===== src/rtl/vga_timing_gen.sv =====
// rtl/vga_timing_gen.sv - pixel/line counters with sync, active-video and per-frame animate decode
module vga_timing_gen #(
    parameter int H_ACTIVE = 640,
    parameter int H_FP     = 16,
    parameter int H_SYNC   = 96,
    parameter int H_BP     = 48,
    parameter int V_ACTIVE = 480,
    parameter int V_FP     = 10,
    parameter int V_SYNC   = 2,
    parameter int V_BP     = 33,
    parameter bit SYNC_POL = 1'b0
) (
    input  logic       clk,
    input  logic       rst,
    input  logic       pix_en,
    output logic       h_sync,
    output logic       v_sync,
    output logic       active,
    output logic       animate,
    output logic [9:0] x,
    output logic [9:0] y
);

    localparam int H_TOTAL = H_ACTIVE + H_FP + H_SYNC + H_BP;
    localparam int V_TOTAL = V_ACTIVE + V_FP + V_SYNC + V_BP;

    generate
        if (H_TOTAL > 1024 || V_TOTAL > 1024) begin : g_bad_totals
            $error("vga_timing_gen: H_TOTAL/V_TOTAL exceed 10-bit counter range");
        end
    endgenerate

    // Decode bounds are 11 bits so an end-of-sync edge at exactly 1024 stays representable.
    localparam logic [9:0]  H_LAST   = 10'(H_TOTAL - 1);
    localparam logic [9:0]  V_LAST   = 10'(V_TOTAL - 1);
    localparam logic [10:0] H_ACT    = 11'(H_ACTIVE);
    localparam logic [10:0] V_ACT    = 11'(V_ACTIVE);
    localparam logic [10:0] HS_START = 11'(H_ACTIVE + H_FP);
    localparam logic [10:0] HS_END   = 11'(H_ACTIVE + H_FP + H_SYNC);
    localparam logic [10:0] VS_START = 11'(V_ACTIVE + V_FP);
    localparam logic [10:0] VS_END   = 11'(V_ACTIVE + V_FP + V_SYNC);

    logic [10:0] x_ext;
    logic [10:0] y_ext;

    always_ff @(posedge clk) begin
        if (rst) begin
            x <= '0;
            y <= '0;
        end else if (pix_en) begin
            if (x == H_LAST) begin
                x <= '0;
                y <= (y == V_LAST) ? '0 : y + 10'd1;
            end else begin
                x <= x + 10'd1;
            end
        end
    end

    assign x_ext = {1'b0, x};
    assign y_ext = {1'b0, y};

    // Outputs decode the live counters so they line up with x/y in the same cycle.
    assign h_sync  = (x_ext >= HS_START && x_ext < HS_END) ? SYNC_POL : ~SYNC_POL;
    assign v_sync  = (y_ext >= VS_START && y_ext < VS_END) ? SYNC_POL : ~SYNC_POL;
    assign active  = (x_ext < H_ACT) && (y_ext < V_ACT);
    assign animate = (y_ext == V_ACT) && (x == 10'd0);

endmodule


===== config.mk =====
export PLATFORM = sky130hd
export DESIGN_NAME = vga_timing_gen
export DESIGN_NICKNAME = d
export VERILOG_FILES = /design/src/rtl/vga_timing_gen.sv
export SDC_FILE = /design/constraint.sdc
export NUM_CORES = 1
export LEC_CHECK = 0
export CORE_MARGIN = 2
export CORE_UTILIZATION = 40
export CTS_BUF_LIST = sky130_fd_sc_hd__clkbuf_4 sky130_fd_sc_hd__clkbuf_8
export DETAILED_ROUTE_END_ITERATION = 8
export GPL_ROUTABILITY_DRIVEN = 0
export PLACE_DENSITY_LB_ADDON = 0.1
export SYNTH_ARGS = -nofsm -noshare
export SYNTH_HDL_FRONTEND = slang
export SYNTH_SLANG_ARGS = --single-unit

===== constraint.sdc =====
create_clock -name clk -period 5.88 [get_ports clk]
set_clock_uncertainty 0.2 [all_clocks]
set_input_delay 1.176 -clock clk [delete_from_list [all_inputs] [get_ports clk]]
set_output_delay 1.176 -clock clk [all_outputs]
set_load 0.02 [all_outputs]

# Yosys cells after proc, flatten, opt, wreduce, memory -nomap -nowiden
# Index checks and enable logic that the tools add are counted.
[totals] regBits=20 output_inout_bits=24
[op_classes] add_sub_neg=2 order_cmp=6 n_eq_ne=3 muxes=4 n_reduce_logical=6
[ops] op="$add 10x1->10 const B" count=2
[ops] op="$eq 10x10->1 const B" count=2
[ops] op="$lt 10x10->1 const B" count=2
[ops] op="$lt 10x9->1 const B" count=2
[ops] op="$mux 10" count=2
[ops] op="$eq 10x9->1 const B" count=1
[ops] op="$ge 10x10->1 const B" count=1
[ops] op="$ge 10x9->1 const B" count=1
[ops] op="$logic_not 10->1" count=1
[ops] op="$logic_and 1x1->1" count=4
[ops] op="$mux 1" count=2
[ops] op="$reduce_and 2->1" count=1

# Longest topological paths before layout
# Gate-level depths: netlist of the first run.
[logic_depth] depth_word=3 ltp_mapped=7 mapped_depth_nobuf=6

# Worst setup path after synthesis of the first run
# Ideal clock, no wire load.
[synth_timing] path_type="reg2out" start="register x[5]" end="output animate" t_arrival_ns=1.448 path_slack_ns=3.056 path_stages_with_launch=4 path_buffers=0 path_cell_list="dfxtp_1 -> or3_2 -> nor4_1 -> and3_1"
[synth_between] elab_chain_cells=2
[synth_rtl] item="start: declaration" line="20" rtl="output logic [9:0] x,"
[synth_rtl] item="start signal: assignment" line="55" rtl="x <= x + 10'd1;"
[synth_rtl] item="$logic_not 10->1" line="67" rtl="assign animate = (y_ext == V_ACT) && (x == 10'd0);"
[synth_rtl] item="$logic_and 1x1->1" line="67"
[synth_rtl] item="end: declaration" line="19" rtl="output logic animate,"
# No other way between the ends.

# Final worst setup path of the first run
# Ends and elaborated chain as after synthesis.

==> flow_summary.yaml, run 1 <==
status:
  status: "finished, final reports clean"
final_layout:
  insertedDiodeCount: 0
  layout.cell_area.non_filler_um2: 1440
  drive_gt1_share_pct: 8.50
  nets: 162
  layout-area-overhead-vs-synth_pct: 25.7
grt:
  number_of_global_route_vias_before_repair: 938
  grt_max_degree: 16
  globalRouteTotalUtil_pct: 17.0
  global_route_wire_length_before_repair_mm: 4.41
  globalRouteOverflowTotal: 0
  antenna_found_initial: 0
route:
  detail_route.wirelength_mm: 2.65
  firstDrtPassIters: 4
  viasPerCell: 5.59
  drcViolationCount: 0
  ant_nets: 0
  routed-via-count: 1028
  wl_per_cell_um: 14.4
  drt_iter0_markers: 44
pwr:
  power_density_nw_per_um2: 161
  ir_worst_vdd_mv: 0.129
  static-leakage-power_nw: 0.494
placement:
  port_buffers: 26
  detailed_place_hpwl_mm: 1.96
  post_placement_cell_area_um2: 1410
cts:
  cts_tree: "yes"
  clock_sink_count: 20
  cts_made_buffers: 3
  post_cts_hold_buffers: 0
  post_cts.resized_instances: 0
  clock_insertion_delay_worst_skew_ns: 0.30
  cts_root_buffer: "sky130_fd_sc_hd__clkbuf_4"
  clk_pin_slew_ns: 0.11
  ctsHtreeMaxLevel: 1
  post_cts_buffers: 0
  cts.path.max_buffers: 2
sta:
  worst_slew_pin_slew_ns: 0.556
  worst_slew_slack_as_a_fraction_of_its_limit_pct: 62.8
  rsz0062_at_grt: "false"
  report.final.hold_viol_count: 0
  share_of_the_cycle_needed_by_the_critical_path_after_routing_pct: 62.1
  drv_slew: 0
  fin_setup_tns_ns: 0
  setup_violations: 0
  layout_min_cycle_time_ns: 3.65
  maxClockFrequency_mhz: 274
logic_synthesis:
  synth.net_count: 136
  synth.top_cells.by_count: "20 x sky130_fd_sc_hd__dfxtp_1, 9 x sky130_fd_sc_hd__nand2_1, 9 x sky130_fd_sc_hd__xor2_1"
  synth.yosys.seq_area_share_pct: 34.9
  postSynthCellCount: 128
  register_bit_total_from_synthesis: 20
  synth_warnings: 0
  synth_edf_count: 0
  yosys.area.top_type: "sky130_fd_sc_hd__dfxtp_1"
  ys.flop_type: "sky130_fd_sc_hd__dfxtp_1"
  ys_types: 40
  synth_top_cells_by_area: "sky130_fd_sc_hd__dfxtp_1 35%, sky130_fd_sc_hd__xor2_1 6.9%, sky130_fd_sc_hd__ha_1 5.4%, sky130_fd_sc_hd__a21oi_1 3.5%, sky130_fd_sc_hd__nand3_1 3.5%"
  synth_top_area_share_pct: 34.9
  synthMostInstantiatedCell: "sky130_fd_sc_hd__dfxtp_1"
  post_synth_instance_area_um2: 1150
  async_reset_ff_share_pct: 0
  post_synth.cell_area_avg_um2: 8.97
die:
  die_height_um: 57.6
  initial_core_util_pct: 42.0
  core_um2: 2730
  dieArea_um2: 3320
  fp.dieW_um: 57.6
  fp-row-count: 19
  floorplan.io_pins: 27
job:
  drv.max_cap_violation_count: 0
setup_path:
  worst-endpoint-arrival_ns: 2.27
  critPathCaptureType: "output port"
  setup.worst_path.start_class: "flop"
  setup.worst_path.class: "flop to output port"
  cp_max_fo: 8
  timing.critical_path.required_ns: 4.50
worst_hold_path:
  kind_of_path_behind_the_tightest_hold_check: "flop to flop"
[placed cells by master, fill, tap and decap left out, drive strengths merged]
cell type	netlist	final
o21ai	2	2
nor3	8	8
nand2b	1	1
nor4bb	2	2
nand2	9	9
or3	4	4
o21bai	1	1
mux2i	1	1
nand3b	1	1
nand4	7	7
o211ai	1	1
and3	5	5
and3b	1	1
ha	5	5
clkdlybuf4s50	0	26
inv	5	5
o31ai	3	3
dfxtp	20	20
nor4	3	3
a21oi	9	9
and2	1	1
xnor2	2	2
or4	3	3
nand3	10	10
nor2	7	7
and4b	1	1
xor2	9	9
clkbuf	1	4
and4	2	2
[routing by layer]
metal  vias to the layer above  GRT usage, %  part of all wire [%]
met1                       483          23.1                    46
met4                         0          3.99                  0.60
met3                         2          4.08                   4.2
li1                        519             -                     -
met2                        24          27.3                    50
met5                         -             0                     0
[kinds of logic (layout without fill, tap and decap cells)]
kind of cell / count (synthesis) / count (layout) / synth area share (%)
and+or+nand+nor: 65 / 65 / 36.9
adders and majority gates: 5 / 5 / 5.45
AOI/OAI and AO/OA: 16 / 16 / 8.39
DFF: 20 / 20 / 34.9
buffers and inverters: 10 / 35 / 5.12
xor gates and xnor gates: 11 / 11 / 8.39
muxes: 1 / 1 / 0.871
[layout make-up]
type,count,area (µm²)
clock buffer,4,36.3
tap,31,38.8
timing repair buffer,26,260
inverter,5,18.8
multi-input combinational,98,689
sequential,20,400
fill,269,1290
[power by group]
group | total, mW | internal [mW] | switching, mW
Combinational | 0.0144 | 0.00656 | 0.00787
Clock | 0.0800 | 0.0378 | 0.0422
Sequential | 0.139 | 0.137 | 0.00184
Total | 0.233 | 0.181 | 0.0519
[registers in the layout, summed over array words and instances, names as in the netlist]
register / cells
x: 10
y: 10
[worst max-delay path, cell delays in order, from the launching register on]
cell	delay [ns]
sky130_fd_sc_hd__dfxtp_1	0.46
sky130_fd_sc_hd__or3_2	0.51
sky130_fd_sc_hd__nor4_1	0.21
sky130_fd_sc_hd__and3_1	0.19
sky130_fd_sc_hd__clkdlybuf4s50_1	0.60
[path summary, 6_finish.rpt]
check | cells past startpoint | from | slack (ns) | end
worst max-delay path | 4 | x[5] | 2.23 | animate
worst min-delay path | 2 | y[8] | 0.34 | y[8]
worst min register to register | 2 | y[8] | 0.34 | y[8]
worst max register to register | 5 | x[0] | 3.68 | y[4]
[metrics by stage]
stage / std cells / worst slack [ns] / util [%] / hold slack [ns] / total power, mW
detailed placement: 180 / 2.57 / 51.5 / 0.318 / 0.156
finish: 184 / 2.23 / 52.8 / 0.339 / 0.233
floorplan: 128 / 3.06 / - / 0.368 / 0.149
global placement: 180 / 2.57 / 51.5 / 0.301 / 0.156
CTS: 184 / 2.21 / 52.8 / 0.340 / 0.238
global route: 184 / 2.11 / 52.8 / 0.373 / 0.242
No activity file was read; power rests on OpenSTA's default activity.
==> run 2, diff against run 1 <==
==> constraint.sdc (replaced) <==
create_clock -name clk -period 3.7 [get_ports clk]
set_clock_uncertainty 0.2 [all_clocks]
set_input_delay 0.74 -clock clk [delete_from_list [all_inputs] [get_ports clk]]
set_output_delay 0.74 -clock clk [all_outputs]
set_load 0.02 [all_outputs]
==> run 2 against run 1 <==
Effect of this change:
- clock power increased by 26%
- setup slack got worse by 1.7 ns
- die area unchanged
- cell count unchanged
- hold slack got worse by 0.0031 ns
- critical endpoint unchanged
- highest routed layer unchanged
==> flow_summary.yaml, run 2 (synthesis results as in run 1) <==
status:
  status: "finished, final reports clean"
setup_path:
  cp_max_fo: 8
  worst-endpoint-arrival_ns: 2.25
  timing.rr.start: "x[0]"
  end_point_of_the_critical_path: "animate"
  timing.rr.end: "y[9]"
  critPathCaptureType: "output port"
  timing.critical_path.required_ns: 2.76
  setup.worst_path.start_class: "flop"
  reg2regPathDepth: 5
  internal_reg_to_reg_setup_slack_ns: 1.54
  crit_path_start: "x[5]"
  setup.worst_path.class: "flop to output port"
route:
  wl_per_cell_um: 14.4
  routed-via-count: 1004
  firstDrtPassIters: 4
  detail_route.wirelength_mm: 2.66
  drcViolationCount: 0
  ant_nets: 0
  drt_iter0_markers: 32
  viasPerCell: 5.46
die:
  die_height_um: 57.6
  fp.dieW_um: 57.6
  dieArea_um2: 3320
  initial_core_util_pct: 42.0
  floorplan.io_pins: 27
  core_um2: 2730
  fp-row-count: 19
cts:
  post_cts.resized_instances: 0
  clock_sink_count: 20
  cts_root_buffer: "sky130_fd_sc_hd__clkbuf_4"
  cts_tree: "yes"
  ctsHtreeMaxLevel: 1
  post_cts_hold_buffers: 0
  clock_insertion_delay_worst_skew_ns: 0.29
  post_cts_buffers: 0
  cts_made_buffers: 3
  clk_pin_slew_ns: 0.11
  cts.path.max_buffers: 2
final_layout:
  fillerInstances: 256
  layout.cells.non_filler: 184
  layout-area-overhead-vs-synth_pct: 25.2
  most-common-layout-cells: "26 x sky130_fd_sc_hd__clkdlybuf4s50_1, 20 x sky130_fd_sc_hd__dfxtp_1, 9 x sky130_fd_sc_hd__nand2_1, 9 x sky130_fd_sc_hd__xor2_1"
  final_common_cell: "sky130_fd_sc_hd__clkdlybuf4s50_1"
  reg_top3: "x (10), y (10)"
  nets: 163
  drive_gt1_share_pct: 8.50
  final_core_utilization_pct: 52.6
  insertedDiodeCount: 0
pwr:
  static-leakage-power_nw: 0.491
  report.power.total_mw: 0.345
  ir_worst_vdd_mv: 0.214
  power_density_nw_per_um2: 240
worst_hold_path:
  kind_of_path_behind_the_tightest_hold_check: "flop to flop"
grt:
  global_route_wire_length_before_repair_mm: 4.57
  antenna_found_initial: 0
  globalRouteOverflowTotal: 0
  globalRouteTotalUtil_pct: 17.7
  grt_max_degree: 16
  number_of_global_route_vias_before_repair: 989
sta:
  maxClockFrequency_mhz: 314
  share_of_the_cycle_needed_by_the_critical_path_after_routing_pct: 86.1
  report.final.hold_viol_count: 0
  rsz0062_at_grt: "false"
  setup_violations: 0
  worst_slew_pin_slew_ns: 0.499
  fin_setup_tns_ns: 0
  worst_slew_slack_as_a_fraction_of_its_limit_pct: 66.7
  drv_slew: 0
  layout_min_cycle_time_ns: 3.19
placement:
  port_buffers: 26
  detailed_place_hpwl_mm: 1.99
  place.detailed.instances: 181
job:
  drv.max_cap_violation_count: 0
==> run 2: cell types whose count changed in the layout (fill, tap and decap cells not counted) <==
| cell | previous run | this run |
|---|---|---|
| sky130_fd_sc_hd__buf_4 | 0 | 1 |
| sky130_fd_sc_hd__clkbuf_8 | 1 | 0 |
==> run 2: how the worst min path moves through the flow <==
stage / start / slack (ns) / cells after the start / endpoint
global route: y[9] / 0.37 / 2 / y[9]
finish: y[8] / 0.34 / 2 / y[8]
floorplan: y[0] / 0.37 / 2 / y[0]
detailed placement: x[1] / 0.32 / 2 / x[1]
global placement: y[8] / 0.30 / 2 / y[8]
CTS: y[9] / 0.34 / 2 / y[9]
==> run 2: metrics by stage <==
stage	hold WS (ns)	cell area, µm²	worst slack [ns]
2_1_floorplan	0.368	1150	1.31
3_3_place_gp	0.301	1420	0.831
5_1_grt	0.372	1440	0.381
3_5_place_dp	0.323	1420	0.827
4_1_cts	0.342	1440	0.478
6_report	0.335	1440	0.512
==> run 2: layer usage <==
layer	vias to the layer above	global-route usage (%)	share of wire (%)
met1	468	23.7	47
met3	2	2.49	2.6
li1	518	-	-
met5	-	0	0
met2	16	28.7	50
met4	0	6.98	0.68
==> run 2: power by group <==
group          internal, mW  switching [mW]
registers             0.217         0.00288
logic                0.0111          0.0127
clock network        0.0379          0.0627
total                 0.266          0.0783
==> run 2: layout make-up <==
type	count	area, µm²	share of cell area, %
Timing Repair Buffer	27	268	18.6
Tap cell	31	38.8	2.70
Inverter	5	18.8	1.31
Clock buffer	3	22.5	1.57
Sequential cell	20	400	27.9
Multi-Input combinational cell	98	689	48.0
==> run 2: worst max-delay path, stage by stage (launching register included) <==
cell,delay [ns]
sky130_fd_sc_hd__dfxtp_1,0.45
sky130_fd_sc_hd__or3_2,0.51
sky130_fd_sc_hd__nor4_1,0.21
sky130_fd_sc_hd__and3_1,0.19
sky130_fd_sc_hd__clkdlybuf4s50_1,0.60
